`src/rtl/mem_lsu_pkg.sv`:
```
// mem_lsu_pkg: shared definitions for the mem_lsu load/store unit.
//   - Size encodings carried on req_size_i.
//   - FSM state enumeration used by mem_lsu.
//   - Base byte-mask constants (unshifted, lane 0 aligned).
//   - size_bytes(): number of bytes touched by a given size encoding.
package mem_lsu_pkg;

    localparam logic [1:0] SZ_BYTE = 2'b00;
    localparam logic [1:0] SZ_HALF = 2'b01;
    localparam logic [1:0] SZ_WORD = 2'b10;
    localparam logic [1:0] SZ_ILL  = 2'b11;

    localparam logic [3:0] MASK_NONE = 4'b0000;
    localparam logic [3:0] MASK_BYTE = 4'b0001;
    localparam logic [3:0] MASK_HALF = 4'b0011;
    localparam logic [3:0] MASK_WORD = 4'b1111;

    // StIssueHi/StWaitHi are only reachable with MEM_LSU_MISALIGN_SPLIT_EN.
    typedef enum logic [2:0] {
        StIdle,
        StIssue,
        StWait,
        StResp,
        StIssueHi,
        StWaitHi
    } state_t;

    function automatic logic [2:0] size_bytes(input logic [1:0] size);
        case (size)
            SZ_BYTE: return 3'd1;
            SZ_HALF: return 3'd2;
            SZ_WORD: return 3'd4;
            default: return 3'd0;
        endcase
    endfunction

endpackage

```
`src/rtl/mem_lsu_align.sv`:
```
// mem_lsu_align: purely combinational lane steering and load extraction.
//   size        in   2   request size encoding
//   offset      in   2   byte offset within the first word
//   is_unsigned in   1   zero-extend (1) or sign-extend (0) loads
//   wdata       in  32   right-aligned store data
//   rdata       in  64   {hi word, lo word} of raw RAM read data
//   mask_lo/hi  out  4   byte masks for the first / following word
//   wdata_lo/hi out 32   store data steered onto the first / following word
//   rdata_ext   out 32   extracted and extended load data
// Treating the access as a 64-bit window lets the same logic serve both the
// single-word case (hi half unused) and a word-crossing split access.
module mem_lsu_align
    import mem_lsu_pkg::*;
(
    input  logic [1:0]  size,
    input  logic [1:0]  offset,
    input  logic        is_unsigned,
    input  logic [31:0] wdata,
    input  logic [63:0] rdata,
    output logic [3:0]  mask_lo,
    output logic [3:0]  mask_hi,
    output logic [31:0] wdata_lo,
    output logic [31:0] wdata_hi,
    output logic [31:0] rdata_ext
);

    logic [3:0]  base_mask;
    logic [7:0]  mask8;
    logic [63:0] wdata64;
    logic [31:0] rsh;

    always_comb begin
        case (size)
            SZ_BYTE: base_mask = MASK_BYTE;
            SZ_HALF: base_mask = MASK_HALF;
            SZ_WORD: base_mask = MASK_WORD;
            default: base_mask = MASK_NONE;
        endcase

        mask8   = {4'b0000, base_mask} << offset;
        wdata64 = {32'h0000_0000, wdata} << {offset, 3'b000};
        rsh     = 32'(rdata >> {offset, 3'b000});

        mask_lo  = mask8[3:0];
        mask_hi  = mask8[7:4];
        wdata_lo = wdata64[31:0];
        wdata_hi = wdata64[63:32];

        case (size)
            SZ_BYTE: rdata_ext = {{24{~is_unsigned & rsh[7]}}, rsh[7:0]};
            SZ_HALF: rdata_ext = {{16{~is_unsigned & rsh[15]}}, rsh[15:0]};
            SZ_WORD: rdata_ext = rsh;
            default: rdata_ext = 32'h0000_0000;
        endcase
    end

endmodule

```
`src/rtl/mem_lsu.sv`:
```
// mem_lsu: load/store unit in front of a word-organised synchronous RAM.
// Accepts byte-addressed byte/half/word requests over valid/ready, drives one
// (or, for a split access, two) RAM cycles and returns a one-cycle response.
//   clk, reset_n             clock, synchronous active-low reset
//   req_valid_i/req_ready_o  request handshake (ready only when idle)
//   req_we_i, req_addr_i, req_size_i, req_unsigned_i, req_wdata_i  request
//   rsp_valid_o, rsp_rdata_o, rsp_err_o   response pulse, no backpressure
//   ram_en_n_o, ram_addr_o, ram_wdata_o, ram_wr_mask_o, ram_rdata_i  RAM side
// Build option MEM_LSU_MISALIGN_SPLIT_EN: misaligned accesses become legal and
// a word-crossing access is split into two RAM cycles (lo word, then hi word).
module mem_lsu
    import mem_lsu_pkg::*;
#(
    parameter logic [31:0] BASE_ADDR = 32'h0000_0000,
    parameter int unsigned DEPTH     = 1024
) (
    input  logic        clk,
    input  logic        reset_n,
    input  logic        req_valid_i,
    output logic        req_ready_o,
    input  logic        req_we_i,
    input  logic [31:0] req_addr_i,
    input  logic [1:0]  req_size_i,
    input  logic        req_unsigned_i,
    input  logic [31:0] req_wdata_i,
    output logic        rsp_valid_o,
    output logic [31:0] rsp_rdata_o,
    output logic        rsp_err_o,
    output logic        ram_en_n_o,
    output logic [31:0] ram_addr_o,
    output logic [31:0] ram_wdata_o,
    output logic [3:0]  ram_wr_mask_o,
    input  logic [31:0] ram_rdata_i
);

    localparam logic [33:0] LIMIT = 34'(DEPTH) << 2;

    state_t      state_q, state_d;
    logic        we_q, we_d;
    logic [1:0]  size_q, size_d;
    logic [1:0]  off_q, off_d;
    logic        uns_q, uns_d;
    logic        cross_q, cross_d;
    logic        err_q, err_d;
    logic [31:0] wdata_q, wdata_d;
    logic [31:0] word_q, word_d;
    logic [31:0] data_q, data_d;
    logic [31:0] lo_q, lo_d;

    // Accept-time decode of the incoming request.
    logic [31:0] rel;
    logic [2:0]  nbytes;
    logic [33:0] end_excl;
    logic        acc_err;
    logic        acc_cross;

    always_comb begin
        rel      = req_addr_i - BASE_ADDR;
        nbytes   = size_bytes(req_size_i);
        // One past the last byte; 34 bits so the sum cannot wrap.
        end_excl = {2'b00, rel} + {31'b0, nbytes};
        acc_err  = (req_size_i == SZ_ILL) || (req_addr_i < BASE_ADDR) || (end_excl > LIMIT);
`ifdef MEM_LSU_MISALIGN_SPLIT_EN
        acc_cross = ({1'b0, rel[1:0]} + nbytes) > 3'd4;
`else
        acc_cross = 1'b0;
        if ((req_size_i == SZ_HALF && rel[0]) ||
            (req_size_i == SZ_WORD && rel[1:0] != 2'b00)) begin
            acc_err = 1'b1;
        end
`endif
    end

    logic [3:0]  mask_lo, mask_hi;
    logic [31:0] wdata_lo, wdata_hi, rdata_ext;
    logic [63:0] rdata_cat;

    // Second half of a split load pairs the fresh hi word with the saved lo word.
    assign rdata_cat = (state_q == StWaitHi) ? {ram_rdata_i, lo_q} : {32'h0000_0000, ram_rdata_i};

    mem_lsu_align u_align (
        .size        (size_q),
        .offset      (off_q),
        .is_unsigned (uns_q),
        .wdata       (wdata_q),
        .rdata       (rdata_cat),
        .mask_lo     (mask_lo),
        .mask_hi     (mask_hi),
        .wdata_lo    (wdata_lo),
        .wdata_hi    (wdata_hi),
        .rdata_ext   (rdata_ext)
    );

    always_comb begin
        state_d = state_q;
        we_d    = we_q;
        size_d  = size_q;
        off_d   = off_q;
        uns_d   = uns_q;
        cross_d = cross_q;
        err_d   = err_q;
        wdata_d = wdata_q;
        word_d  = word_q;
        data_d  = data_q;
        lo_d    = lo_q;

        ram_en_n_o    = 1'b1;
        ram_addr_o    = 32'h0000_0000;
        ram_wdata_o   = 32'h0000_0000;
        ram_wr_mask_o = MASK_NONE;

        case (state_q)
            StIdle: begin
                if (req_valid_i) begin
                    we_d    = req_we_i;
                    size_d  = req_size_i;
                    off_d   = rel[1:0];
                    uns_d   = req_unsigned_i;
                    wdata_d = req_wdata_i;
                    word_d  = {2'b00, rel[31:2]};
                    cross_d = acc_cross;
                    err_d   = acc_err;
                    data_d  = 32'h0000_0000;
                    state_d = acc_err ? StResp : StIssue;
                end
            end
            StIssue: begin
                ram_en_n_o = 1'b0;
                ram_addr_o = word_q;
                if (we_q) begin
                    ram_wr_mask_o = mask_lo;
                    ram_wdata_o   = wdata_lo;
                    state_d       = cross_q ? StIssueHi : StResp;
                end else begin
                    state_d = StWait;
                end
            end
            StWait: begin
                if (cross_q) begin
                    lo_d    = ram_rdata_i;
                    state_d = StIssueHi;
                end else begin
                    data_d  = rdata_ext;
                    state_d = StResp;
                end
            end
            StIssueHi: begin
                ram_en_n_o = 1'b0;
                ram_addr_o = word_q + 32'd1;
                if (we_q) begin
                    ram_wr_mask_o = mask_hi;
                    ram_wdata_o   = wdata_hi;
                    state_d       = StResp;
                end else begin
                    state_d = StWaitHi;
                end
            end
            StWaitHi: begin
                data_d  = rdata_ext;
                state_d = StResp;
            end
            StResp: begin
                state_d = StIdle;
            end
            default: begin
                state_d = StIdle;
            end
        endcase
    end

    assign req_ready_o = (state_q == StIdle);
    assign rsp_valid_o = (state_q == StResp);
    assign rsp_err_o   = (state_q == StResp) && err_q;
    assign rsp_rdata_o = (state_q == StResp) ? data_q : 32'h0000_0000;

    always_ff @(posedge clk) begin
        if (!reset_n) begin
            state_q <= StIdle;
            we_q    <= 1'b0;
            size_q  <= SZ_BYTE;
            off_q   <= 2'b00;
            uns_q   <= 1'b0;
            cross_q <= 1'b0;
            err_q   <= 1'b0;
            wdata_q <= 32'h0000_0000;
            word_q  <= 32'h0000_0000;
            data_q  <= 32'h0000_0000;
            lo_q    <= 32'h0000_0000;
        end else begin
            state_q <= state_d;
            we_q    <= we_d;
            size_q  <= size_d;
            off_q   <= off_d;
            uns_q   <= uns_d;
            cross_q <= cross_d;
            err_q   <= err_d;
            wdata_q <= wdata_d;
            word_q  <= word_d;
            data_q  <= data_d;
            lo_q    <= lo_d;
        end
    end

endmodule

```
`config.mk`:
```
export PLATFORM = sky130hd
export DESIGN_NAME = mem_lsu
export DESIGN_NICKNAME = d
export VERILOG_FILES = /design/src/rtl/mem_lsu_pkg.sv /design/src/rtl/mem_lsu_align.sv /design/src/rtl/mem_lsu.sv
export SDC_FILE = /design/constraint.sdc
export NUM_CORES = 1
export LEC_CHECK = 0
export CELL_PAD_IN_SITES_DETAIL_PLACEMENT = 1
export CELL_PAD_IN_SITES_GLOBAL_PLACEMENT = 1
export CORE_UTILIZATION = 31
export CTS_CLUSTER_DIAMETER = 80
export DETAILED_ROUTE_END_ITERATION = 8
export PLACE_DENSITY = 0.87
export SYNTH_ARGS = -nofsm -noshare
export SYNTH_HDL_FRONTEND = slang
export SYNTH_SLANG_ARGS = --single-unit
```
`constraint.sdc`:
```
create_clock -name clk -period 2.5 [get_ports clk]
set_input_delay 0.5 -clock clk [delete_from_list [all_inputs] [get_ports clk]]
set_output_delay 0.5 -clock clk [all_outputs]
set_load 0.01 [all_outputs]
```
==> results_dict.tcl <==
set metrics [dict create \
    synth_edf_count 0 \
    grtUsageMet1_pct 36.39 \
    grt_setup_unrepaired "true" \
    cp_data_required_time_ns 2.00 \
    fp-row-count 56 \
    synth_compound_area_share_pct 25.78 \
    fin_skew_ns 0.01926 \
    design_area_mm2 0.01263 \
    slew_viol_final 0 \
    die-area_mm2 0.02512 \
    clk_pin_slew_ns 0.09 \
    grt_max_degree 59 \
    p_leak_uw 0.005145 \
    ios 207 \
    drive_above_1_share_pct 34.56 \
    finalHoldViolCount 0 \
    synthTopCellsByArea "dfxtp_1 27%, nand2_1 11%, a21boi_0 6.7%" \
    busiest_layer "met2" \
    io_buffers 205 \
    slew_headroom_pct 53.40 \
    synth-simple-area-share_pct 30.08 \
    synthArstFlopShare_pct 0 \
    setup_viol 53 \
    synthesis.nets 1190 \
    synthCells 1077 \
    ir_drop_mv 0.3392 \
    post-place-ws_ns -0.7871 \
    end_kind "primary output" \
    p_comb_share_pct 33.2 \
    yosys.cell_types.count 68 \
    period_minus_slack_ns 3.243 \
    grt_pass1_vias 10420 \
    post-route-util_pct 53.17 \
    met2_usage_pct 52.30 \
    synth_top_family_by_area "simple AND/OR/NAND/NOR gates" \
    dp_cells 1683 \
    status "finished, violations left" \
    root_buffer "clkbuf_16" \
    synth_fa_ha_area_share_pct 1.747 \
    wl_per_cell_um 25.72 \
    grt_pass1_wl_mm 58.55 \
    cts.htree.levels 3 \
    post-route-period-util_pct 129.7 \
    ys_ff_latch 104 \
    syn-cell-area_mm2 0.007591 \
    cts_hold_buf 0 \
    die_x_um 158.5 \
    cts_buffer_depth 2 \
    startpoint_type "register" \
    ant_nets 0 \
    vias 10790 \
    antenna_found_initial 1 \
    remaining_drc_errors 0 \
    dpl_cell_area_mm2 0.01105 \
    grt.total_usage_pct 30.44 \
    die_y_um 158.5 \
    cp_max_fo 4 \
    cp.arrival_ns 2.74 \
    p_sw_uw 1920 \
    diodes 0 \
    hpwlAfterDp_mm 25.02 \
    start_util_pct 31.96 \
    first_iter_violations 1141 \
    synth_common_cells "214 x nand2_1, 104 x dfxtp_1, 97 x o21ai_0" \
    routabilityCongestion 0.9098 \
    p_sw_share_pct 37.23 \
    cts_buffers 9 \
    yosys_warnings 0 \
    cap_violations 0 \
    finalWorstSetupSlack_ns -0.7426 \
    clock_latency_ns 0.37 \
    min_path_type "register to register" \
    cp_cell_sequence "nand3_2, nor2_4, nor4b_4, nand4_1, buf_4, nor3_4, buf_6, a31oi_4, o21ai_2, o21ai_1, buf_2" \
    via_per_inst 6.141 \
    fin_cells 1757 \
    grt_use_met3_pct 5.226 \
    violations "negative setup slack" \
    core_area_mm2 0.02375 \
    synthFlopType "dfxtp_1" \
    cts.sink_count 104 \
    share_seq_of_total_power_pct 37.4 \
    dr.pass1.iters 6 \
    clkPwrFrac_pct 29.4 \
    nets 1546 \
    powerDensity_mw_per_mm2 408.3 \
    cpPeakStageDelay_ns 0.39 \
    synth_mux_area_share_pct 8.126 \
    slowest_stage "dfxtp_4" \
    syn_to_final_growth_pct 66.36 \
    avgSynthCellArea_um2 7.048 \
    yosysMostFrequentCell "nand2_1" \
    worst-setup-path-type "register to primary output" \
    netlist.area_leader.share_pct 27.43 \
    grt_overflow_total 0 \
    yosysTopAreaCell "dfxtp_1" \
    routed_wl_mm 45.19 \
    worst_slew_pin_slew_ns 0.6927 \
    synth-xor-area-share_pct 1.830 \
    max_freq_ghz 0.3084 \
    synth-seq-area-share_pct 27.43 \
    cts_tree "done" \
    p_int_uw 3237 \
]
layout by cell type (no fill, tap or decap), types with 11 or more instances in the layout:
master	count
clkdlybuf4s50_1	90
nor3_1	15
nand3_1	28
nor2_1	57
clkdlybuf4s15_1	24
mux2i_1	38
buf_2	45
nand2_1	195
and2_1	48
a21boi_0	68
a21oi_1	40
nand2_2	13
dlygate4sd2_1	13
nor2b_1	17
mux2_2	21
a31oi_1	18
dfxtp_1	88
clkbuf_16	11
buf_12	11
inv_1	11
o21ai_2	27
buf_4	168
dfxtp_2	11
buf_6	47
o21ai_0	42
clkbuf_2	14
nand4_1	17
o21ai_1	27
cell families (layout without fill, tap and decap cells):
| group | after synthesis | in the layout |
|---|---|---|
| AND/OR/NAND/NOR | 482 | 482 |
| AO/OA/AOI/OAI | 312 | 312 |
| buffers and inverters | 94 | 455 |
| flip-flops | 104 | 104 |
| adder cells (fa/ha/maj) | 10 | 10 |
| other | 1 | 1 |
| multiplexers | 59 | 59 |
| XOR/XNOR | 15 | 15 |
worst max-delay path: cells and delay by family (launching register included):
family,cells,cell delay (ns)
AO/OA/AOI/OAI,3,0.29
buffers and inverters,3,0.51
AND/OR/NAND/NOR,5,1.17
flip-flops,1,0.39
per-layer routing:
| layer | wire length, um | vias to the layer above |
|---|---|---|
| met5 | 0 | - |
| met4 | 2902 | 0 |
| met3 | 3997 | 257 |
| met2 | 21230 | 838 |
| met1 | 17060 | 5193 |
| li1 | - | 4502 |
power groups by stage:
| stage | combinational (uW) | clock (uW) | sequential, uW |
|---|---|---|---|
| floorplan | 702 | 0 | 1900 |
| global placement | 1340 | 0 | 1910 |
| detailed placement | 1400 | 0 | 1920 |
| CTS | 1440 | 1480 | 1890 |
| global route | 1790 | 1580 | 1930 |
| finish | 1710 | 1520 | 1930 |
state kept, by name (all words and copies together) (netlist names):
signal / cells
data_q: 32
err_q: 1
off_q: 2
size_q: 2
state_q: 3
uns_q: 1
wdata_q: 32
we_q: 1
word_q: 30
final cells by class:
cell class / count / area, um2
inverters: 14 / 52.55
fillers: 2841 / 11120
repair buffers: 425 / 3774
well taps: 319 / 399.1
flip-flops and latches: 104 / 2115
multi-input cells: 879 / 5995
clock inverters: 7 / 68.82
clock buffers: 9 / 225.2
path summary, 6_finish.rpt:
kind              start              to  slack, ns  cells after the start
max           word_q[2]  ram_addr_o[29]      -0.74                     11
max reg2reg  state_q[1]        off_q[0]      -0.08                      8
min          data_q[18]      data_q[18]       0.45                      2
min reg2reg  data_q[18]      data_q[18]       0.45                      2
metrics by stage:
step	setup TNS (ns)	hold WS [ns]	power, uW
floorplan	-0.05289	0.4262	2598
global placement	-7.686	0.4340	3249
detailed placement	-11.47	0.4412	3316
CTS	-5.364	0.4530	4813
global route	-14.86	0.4766	5311
finish	-13.86	0.4539	5156
repair_timing:
action                                  in CTS  in global routing
cloned                                       2                  2
gates resized for setup                    401                247
pin swaps                                   45                 73
buffers inserted                            30                 43
endpoints found under the setup margin     104                104
No activity file was read; power rests on OpenSTA's default activity.
